**config.mk**
```make
export PLATFORM = sky130hd
export DESIGN_NAME = stage_two_cordic
export DESIGN_NICKNAME = d
export VERILOG_FILES = /design/src/rtl/stage_two_cordic.sv
export SDC_FILE = /design/constraint.sdc
export NUM_CORES = 1
export LEC_CHECK = 0
export CAP_MARGIN = 20
export CORE_MARGIN = 1.5
export CORE_UTILIZATION = 50
export CTS_CLUSTER_SIZE = 24
export DETAILED_ROUTE_END_ITERATION = 8
export GPL_TIMING_DRIVEN = 0
export PLACE_DENSITY = 0.8
export SLEW_MARGIN = 10
export SYNTH_ARGS = -nofsm -noshare
export SYNTH_HDL_FRONTEND = slang
export SYNTH_SLANG_ARGS = --single-unit
```
**constraint.sdc**
```tcl
create_clock -name clk -period 5.4 [get_ports clk]
set_input_delay 1.08 -clock clk [delete_from_list [all_inputs] [get_ports clk]]
set_output_delay 1.08 -clock clk [all_outputs]
set_load 0.1 [all_outputs]
```
**src/rtl/stage_two_cordic.sv**
```systemverilog
// Iterative rotation-mode CORDIC: cosine of a Q2.20 angle, one micro-rotation
// per enabled cycle, with the first stage's float operands carried alongside.
module stage_two_cordic #(
  parameter int                     ITERATIONS     = 20,
  parameter int                     ANGLE_WIDTH    = 22,
  parameter int                     INT_WIDTH      = 24,
  parameter int                     FLT_DATA_WIDTH = 32,
  parameter logic [ANGLE_WIDTH-1:0] CORDIC_GAIN    = 22'd636750
) (
  input  logic                      clk,
  input  logic                      rst,
  input  logic                      clk_en,
  input  logic                      start,
  input  logic [ANGLE_WIDTH-1:0]    angle,
  input  logic [FLT_DATA_WIDTH-1:0] half_in,
  input  logic [FLT_DATA_WIDTH-1:0] square_in,
  output logic [ANGLE_WIDTH-1:0]    cos_out,
  output logic [FLT_DATA_WIDTH-1:0] half_out,
  output logic [FLT_DATA_WIDTH-1:0] square_out,
  output logic                      busy,
  output logic                      done
);

  localparam int IW = $clog2(ITERATIONS);
  localparam int GW = INT_WIDTH - ANGLE_WIDTH;
  localparam logic signed [INT_WIDTH-1:0] SAT_MAX = INT_WIDTH'((1 <<< (ANGLE_WIDTH-1)) - 1);
  localparam logic signed [INT_WIDTH-1:0] SAT_MIN = INT_WIDTH'(-(1 <<< (ANGLE_WIDTH-1)));
  localparam logic [IW-1:0] LAST_ITER = IW'(ITERATIONS - 1);

  typedef enum logic [1:0] {S_IDLE, S_ROTATE, S_DONE} state_t;

  // round(atan(2^-i) * 2^20)
  function automatic logic signed [INT_WIDTH-1:0] atan_lut(input logic [IW-1:0] idx);
    logic signed [INT_WIDTH-1:0] v;
    case (idx)
      5'd0:  v = INT_WIDTH'(823550);
      5'd1:  v = INT_WIDTH'(486170);
      5'd2:  v = INT_WIDTH'(256879);
      5'd3:  v = INT_WIDTH'(130396);
      5'd4:  v = INT_WIDTH'(65451);
      5'd5:  v = INT_WIDTH'(32757);
      5'd6:  v = INT_WIDTH'(16383);
      5'd7:  v = INT_WIDTH'(8192);
      5'd8:  v = INT_WIDTH'(4096);
      5'd9:  v = INT_WIDTH'(2048);
      5'd10: v = INT_WIDTH'(1024);
      5'd11: v = INT_WIDTH'(512);
      5'd12: v = INT_WIDTH'(256);
      5'd13: v = INT_WIDTH'(128);
      5'd14: v = INT_WIDTH'(64);
      5'd15: v = INT_WIDTH'(32);
      5'd16: v = INT_WIDTH'(16);
      5'd17: v = INT_WIDTH'(8);
      5'd18: v = INT_WIDTH'(4);
      5'd19: v = INT_WIDTH'(2);
      default: v = '0;
    endcase
    return v;
  endfunction

  state_t                      state_q, state_d;
  logic                        start_q, start_d;
  logic signed [INT_WIDTH-1:0] x_q, x_d, y_q, y_d, z_q, z_d;
  logic [IW-1:0]               i_q, i_d;
  logic [ANGLE_WIDTH-1:0]      cos_q, cos_d;
  logic [FLT_DATA_WIDTH-1:0]   half_q, half_d, square_q, square_d;
  logic                        done_q, done_d, busy_q, busy_d;

  logic                        start_ev;
  logic signed [INT_WIDTH-1:0] x_sh, y_sh, atan_i, x_sat;

  assign start_ev = start & ~start_q;
  assign x_sh     = x_q >>> i_q;
  assign y_sh     = y_q >>> i_q;
  assign atan_i   = atan_lut(i_q);

  always_comb begin
    x_sat = x_q;
    if (x_q > SAT_MAX)      x_sat = SAT_MAX;
    else if (x_q < SAT_MIN) x_sat = SAT_MIN;
  end

  always_comb begin
    state_d  = state_q;
    start_d  = start_q;
    x_d      = x_q;
    y_d      = y_q;
    z_d      = z_q;
    i_d      = i_q;
    cos_d    = cos_q;
    half_d   = half_q;
    square_d = square_q;
    done_d   = done_q;
    if (clk_en) begin
      start_d = start;
      done_d  = 1'b0;
      case (state_q)
        S_IDLE: begin
          if (start_ev) begin
            x_d      = {{GW{1'b0}}, CORDIC_GAIN};
            y_d      = '0;
            z_d      = {{GW{angle[ANGLE_WIDTH-1]}}, angle};
            i_d      = '0;
            half_d   = half_in;
            square_d = square_in;
            state_d  = S_ROTATE;
          end
        end
        S_ROTATE: begin
          // direction from the sign of the residual angle; all terms use old x/y/z
          if (!z_q[INT_WIDTH-1]) begin
            x_d = x_q - y_sh;
            y_d = y_q + x_sh;
            z_d = z_q - atan_i;
          end else begin
            x_d = x_q + y_sh;
            y_d = y_q - x_sh;
            z_d = z_q + atan_i;
          end
          i_d = i_q + 1'b1;
          if (i_q == LAST_ITER) state_d = S_DONE;
        end
        S_DONE: begin
          cos_d   = x_sat[ANGLE_WIDTH-1:0];
          done_d  = 1'b1;
          state_d = S_IDLE;
        end
        default: state_d = S_IDLE;
      endcase
    end
    // busy stays up through the done pulse even though the FSM is back in IDLE
    busy_d = (state_d != S_IDLE) || done_d;
  end

  always_ff @(posedge clk) begin
    if (rst) begin
      state_q  <= S_IDLE;
      start_q  <= 1'b0;
      x_q      <= '0;
      y_q      <= '0;
      z_q      <= '0;
      i_q      <= '0;
      cos_q    <= '0;
      half_q   <= '0;
      square_q <= '0;
      done_q   <= 1'b0;
      busy_q   <= 1'b0;
    end else begin
      state_q  <= state_d;
      start_q  <= start_d;
      x_q      <= x_d;
      y_q      <= y_d;
      z_q      <= z_d;
      i_q      <= i_d;
      cos_q    <= cos_d;
      half_q   <= half_d;
      square_q <= square_d;
      done_q   <= done_d;
      busy_q   <= busy_d;
    end
  end

  assign cos_out    = cos_q;
  assign half_out   = half_q;
  assign square_out = square_q;
  assign done       = done_q;
  assign busy       = busy_q;

endmodule

```
==> flow_metrics.tcl <==
set metrics [dict create \
    min_path_type "reg2reg" \
    critical_path_peak_fanout 6 \
    max_stage_delay_ps 590 \
    fp.dieW_microns 171 \
    fmax_ghz 0.191 \
    gp_congestion 1.03 \
    r2r_end "y_q[23]" \
    cts_made_buffers 17 \
    nFillCells 2452 \
    power_density_mw_per_mm2 265 \
    rows 61 \
    r2r_cells 23 \
    layout_commonest_cell "nand2_1" \
    dp.cells 2342 \
    whs_ps 450 \
    synth-edff-count 0 \
    clock_path_buffers 2 \
    syn-num-nets 1970 \
    cts_tree "done" \
    cts.sink_count 188 \
    hold_depth 2 \
    layout-drive-gt1-share_pct 12.6 \
    dieArea_sq_mm 0.0293 \
    start_util_pct 50.8 \
    antenna_found_initial 0 \
    core-area_sq_mm 0.0278 \
    async_flop_share_pct 0 \
    drc 0 \
    gr-usage-all-layers_pct 37.5 \
    worstSetupEndpointType "flip-flop" \
    min_period_ps 5230 \
    maxSlewHeadroom_pct 28.3 \
    diodes 0 \
    syn_to_final_growth_pct 27.0 \
    setup_viol 0 \
    tightestPinTransition_ps 1060 \
    clk_pin_slew_worst_paths_ps 80 \
    synth_area_per_cell_sq_um 7.90 \
    yosysTopAreaCell "dfxtp_1" \
    fin_area_sq_mm 0.0179 \
    gr-total-overflow 0 \
    whs_endpoint "cos_out[19]" \
    wl_per_cell_microns 23.4 \
    slew_viol_final 0 \
    h-tree-depth 4 \
    place_area_sq_mm 0.0164 \
    grt_pass1_wl_mm 82.4 \
    cts_root_buffer "clkbuf_16" \
    ys_ff_latch 188 \
    timing_hold_violations_final 0 \
    insertion_delay_ps 450 \
    worstReg2RegStart "i_q[0]" \
    dr.pass1.iters 7 \
    crit_slowest_cell "or4b_1" \
    worstPathCellList "clkbuf_16 > or4b_1 > o31ai_4 > o31ai_1 > a221oi_2 > and4_1 > and4_4 > and3b_1 > and2_1 > nor2_1 > xor2_1 > ha_1 > a21o_1 > a21oi_2 > nand3b_1 > a41o_1 > nand2_1 > a31oi_2 > o41ai_2 > o21ai_1 > xnor2_1 > a21oi_1 > o22ai_1" \
    yosys_warnings 0 \
    dp_hpwl_mm 42.9 \
    holdBufCountCts 0 \
    power_leakage_nw 6.78 \
    critical_path_required_ps 5780 \
    status "finished, final reports clean" \
    period_share_pct 96.9 \
    yosys-top-cells-area "dfxtp_1 (27%), a21oi_1 (8.8%), ha_1 (7.8%)" \
    reg2reg_slack_ps 170 \
    drt_wl_total_mm 56.4 \
    cap_violations 0 \
    synth_area_sq_mm 0.0141 \
    io_pins 178 \
    die_h_microns 171 \
    grt_pass1_vias 14000 \
    ir_worst_vdd_mv 0.172 \
    fin_nets 2207 \
    fin_cells 2417 \
    synthCells 1789 \
    synth_cell_types 81 \
    seq_area_frac_synth_pct 26.6 \
    ys.flop_type "dfxtp_1" \
    portBuffers 175 \
    crit_type "reg2reg" \
    layout_common_cells "nand2_1 (252), a21oi_1 (236), dfxtp_1 (185)" \
    vias_per_cell 6.27 \
    cp-start-kind "flip-flop" \
    ant_nets 0 \
    final.setup.tns_ps 0 \
    grt_max_degree 17 \
    fin_worst_skew_ps 19.4 \
    cp.arrival_ps 5620 \
    drt_iter0_drc 1425 \
    hp-start "cos_out[19]" \
    via_count 15200 \
    synth_top_area_share_pct 26.6 \
]
## final cells by class
cell class,instances,area [sq um],share of cell area (%)
Tap cell,378,473,2.64
Buffer,106,642,3.58
Timing Repair Buffer,222,2120,11.8
Multi-Input combinational cell,1447,10200,56.7
Inverter,44,169,0.942
Clock buffer,21,450,2.51
Sequential cell,188,3770,21.0
Clock inverter,11,135,0.753
## per-layer routing
| layer | wire length [microns] | part of all wire, % | global-route usage, % | vias up |
|---|---|---|---|---|
| met2 | 25800 | 46 | 60.7 | 885 |
| met5 | 0 | 0 | 0 | - |
| met3 | 5830 | 10 | 8.84 | 165 |
| li1 | - | - | - | 6971 |
| met4 | 3190 | 5.6 | 20.0 | 0 |
| met1 | 21700 | 38 | 46.3 | 7142 |
## through the flow
stage	total power, mW	util, %	worst slack, ps
2_1_floorplan	2.83	-	483
5_1_grt	4.95	64.6	-44.6
4_1_cts	4.63	62.6	2.28
3_3_place_gp	3.26	58.9	-1120
6_report	4.75	64.6	165
3_5_place_dp	3.30	58.9	-1130
## cell usage after synthesis, types with 5 or more instances
| cell | count |
|---|---|
| a221oi_1 | 16 |
| a21oi_1 | 247 |
| buf_2 | 16 |
| o21bai_1 | 9 |
| a211oi_1 | 17 |
| mux4_2 | 34 |
| or3_1 | 5 |
| clkbuf_1 | 77 |
| xnor2_1 | 65 |
| and2_1 | 17 |
| nand2b_1 | 18 |
| dfxtp_1 | 188 |
| o21a_1 | 19 |
| nand3_1 | 12 |
| o221ai_1 | 22 |
| a22o_1 | 10 |
| ha_1 | 88 |
| and3_1 | 9 |
| nor2_1 | 167 |
| nor2b_1 | 18 |
| mux2_2 | 20 |
| a311oi_1 | 6 |
| o2bb2ai_1 | 6 |
| a22oi_1 | 22 |
| o211ai_1 | 8 |
| nand4_1 | 11 |
| inv_1 | 42 |
| buf_1 | 11 |
| nand2_1 | 253 |
| mux2i_1 | 36 |
| a21o_1 | 28 |
| nor3_1 | 26 |
| a31oi_1 | 21 |
| o22ai_1 | 11 |
| o21ai_0 | 86 |
| o31ai_1 | 9 |
| xor2_1 | 53 |
## sequential cells by signal, summed over array words and instances, names as in the netlist
signal      cells
done            1
y_q            24
busy            1
atan_i         20
square_out     32
i_q             5
z_q            24
half_out       32
x_q            24
start_q         1
state_q         2
cos_out        22
## worst max-delay path, delay by kind of cell (launching register included)
| family | cells | cell delay, ps |
|---|---|---|
| DFF | 1 | 400 |
| buffers and inverters | 1 | 170 |
| adders and majority gates | 1 | 400 |
| AOI/OAI and AO/OA | 11 | 1970 |
| xor gates and xnor gates | 2 | 470 |
| and+or+nand+nor | 8 | 1730 |
## worst max path at each step
stage                 start  endpoint  slack (ps)  cells past startpoint
floorplan            i_q[1]   y_q[23]         480                     23
CTS                 x_q[23]   y_q[23]           2                     23
global placement     i_q[2]   y_q[23]       -1120                     23
finish               i_q[0]   y_q[23]         170                     23
global route         i_q[0]   x_q[20]         -40                     22
detailed placement   i_q[2]   y_q[23]       -1130                     23
## cell families (layout without fill, tap and decap cells)
family | count (synthesis) | after routing | synth area share [%]
flops | 188 | 188 | 26.6
fa+ha+maj | 91 | 91 | 8.22
xor+xnor | 118 | 118 | 7.32
buf+inv | 154 | 404 | 4.50
mux | 93 | 93 | 9.91
simple gates | 568 | 568 | 17.8
compound gates | 577 | 577 | 25.6
## power by group
group          internal [mW]  switching (mW)
registers               1.45          0.0896
logic                  0.769            1.14
clock network          0.703           0.599
total                   2.92            1.83
## timing repair
action | in CTS | in global routing
setup buffers | 15 | 31
setup endpoints to repair | 28 | 15
endpoints found under the hold margin | 0 | 0
gates cloned | 0 | 1
pin swaps | 17 | 25
resized for setup | 86 | 90
Power figures use the tool's default switching activity.
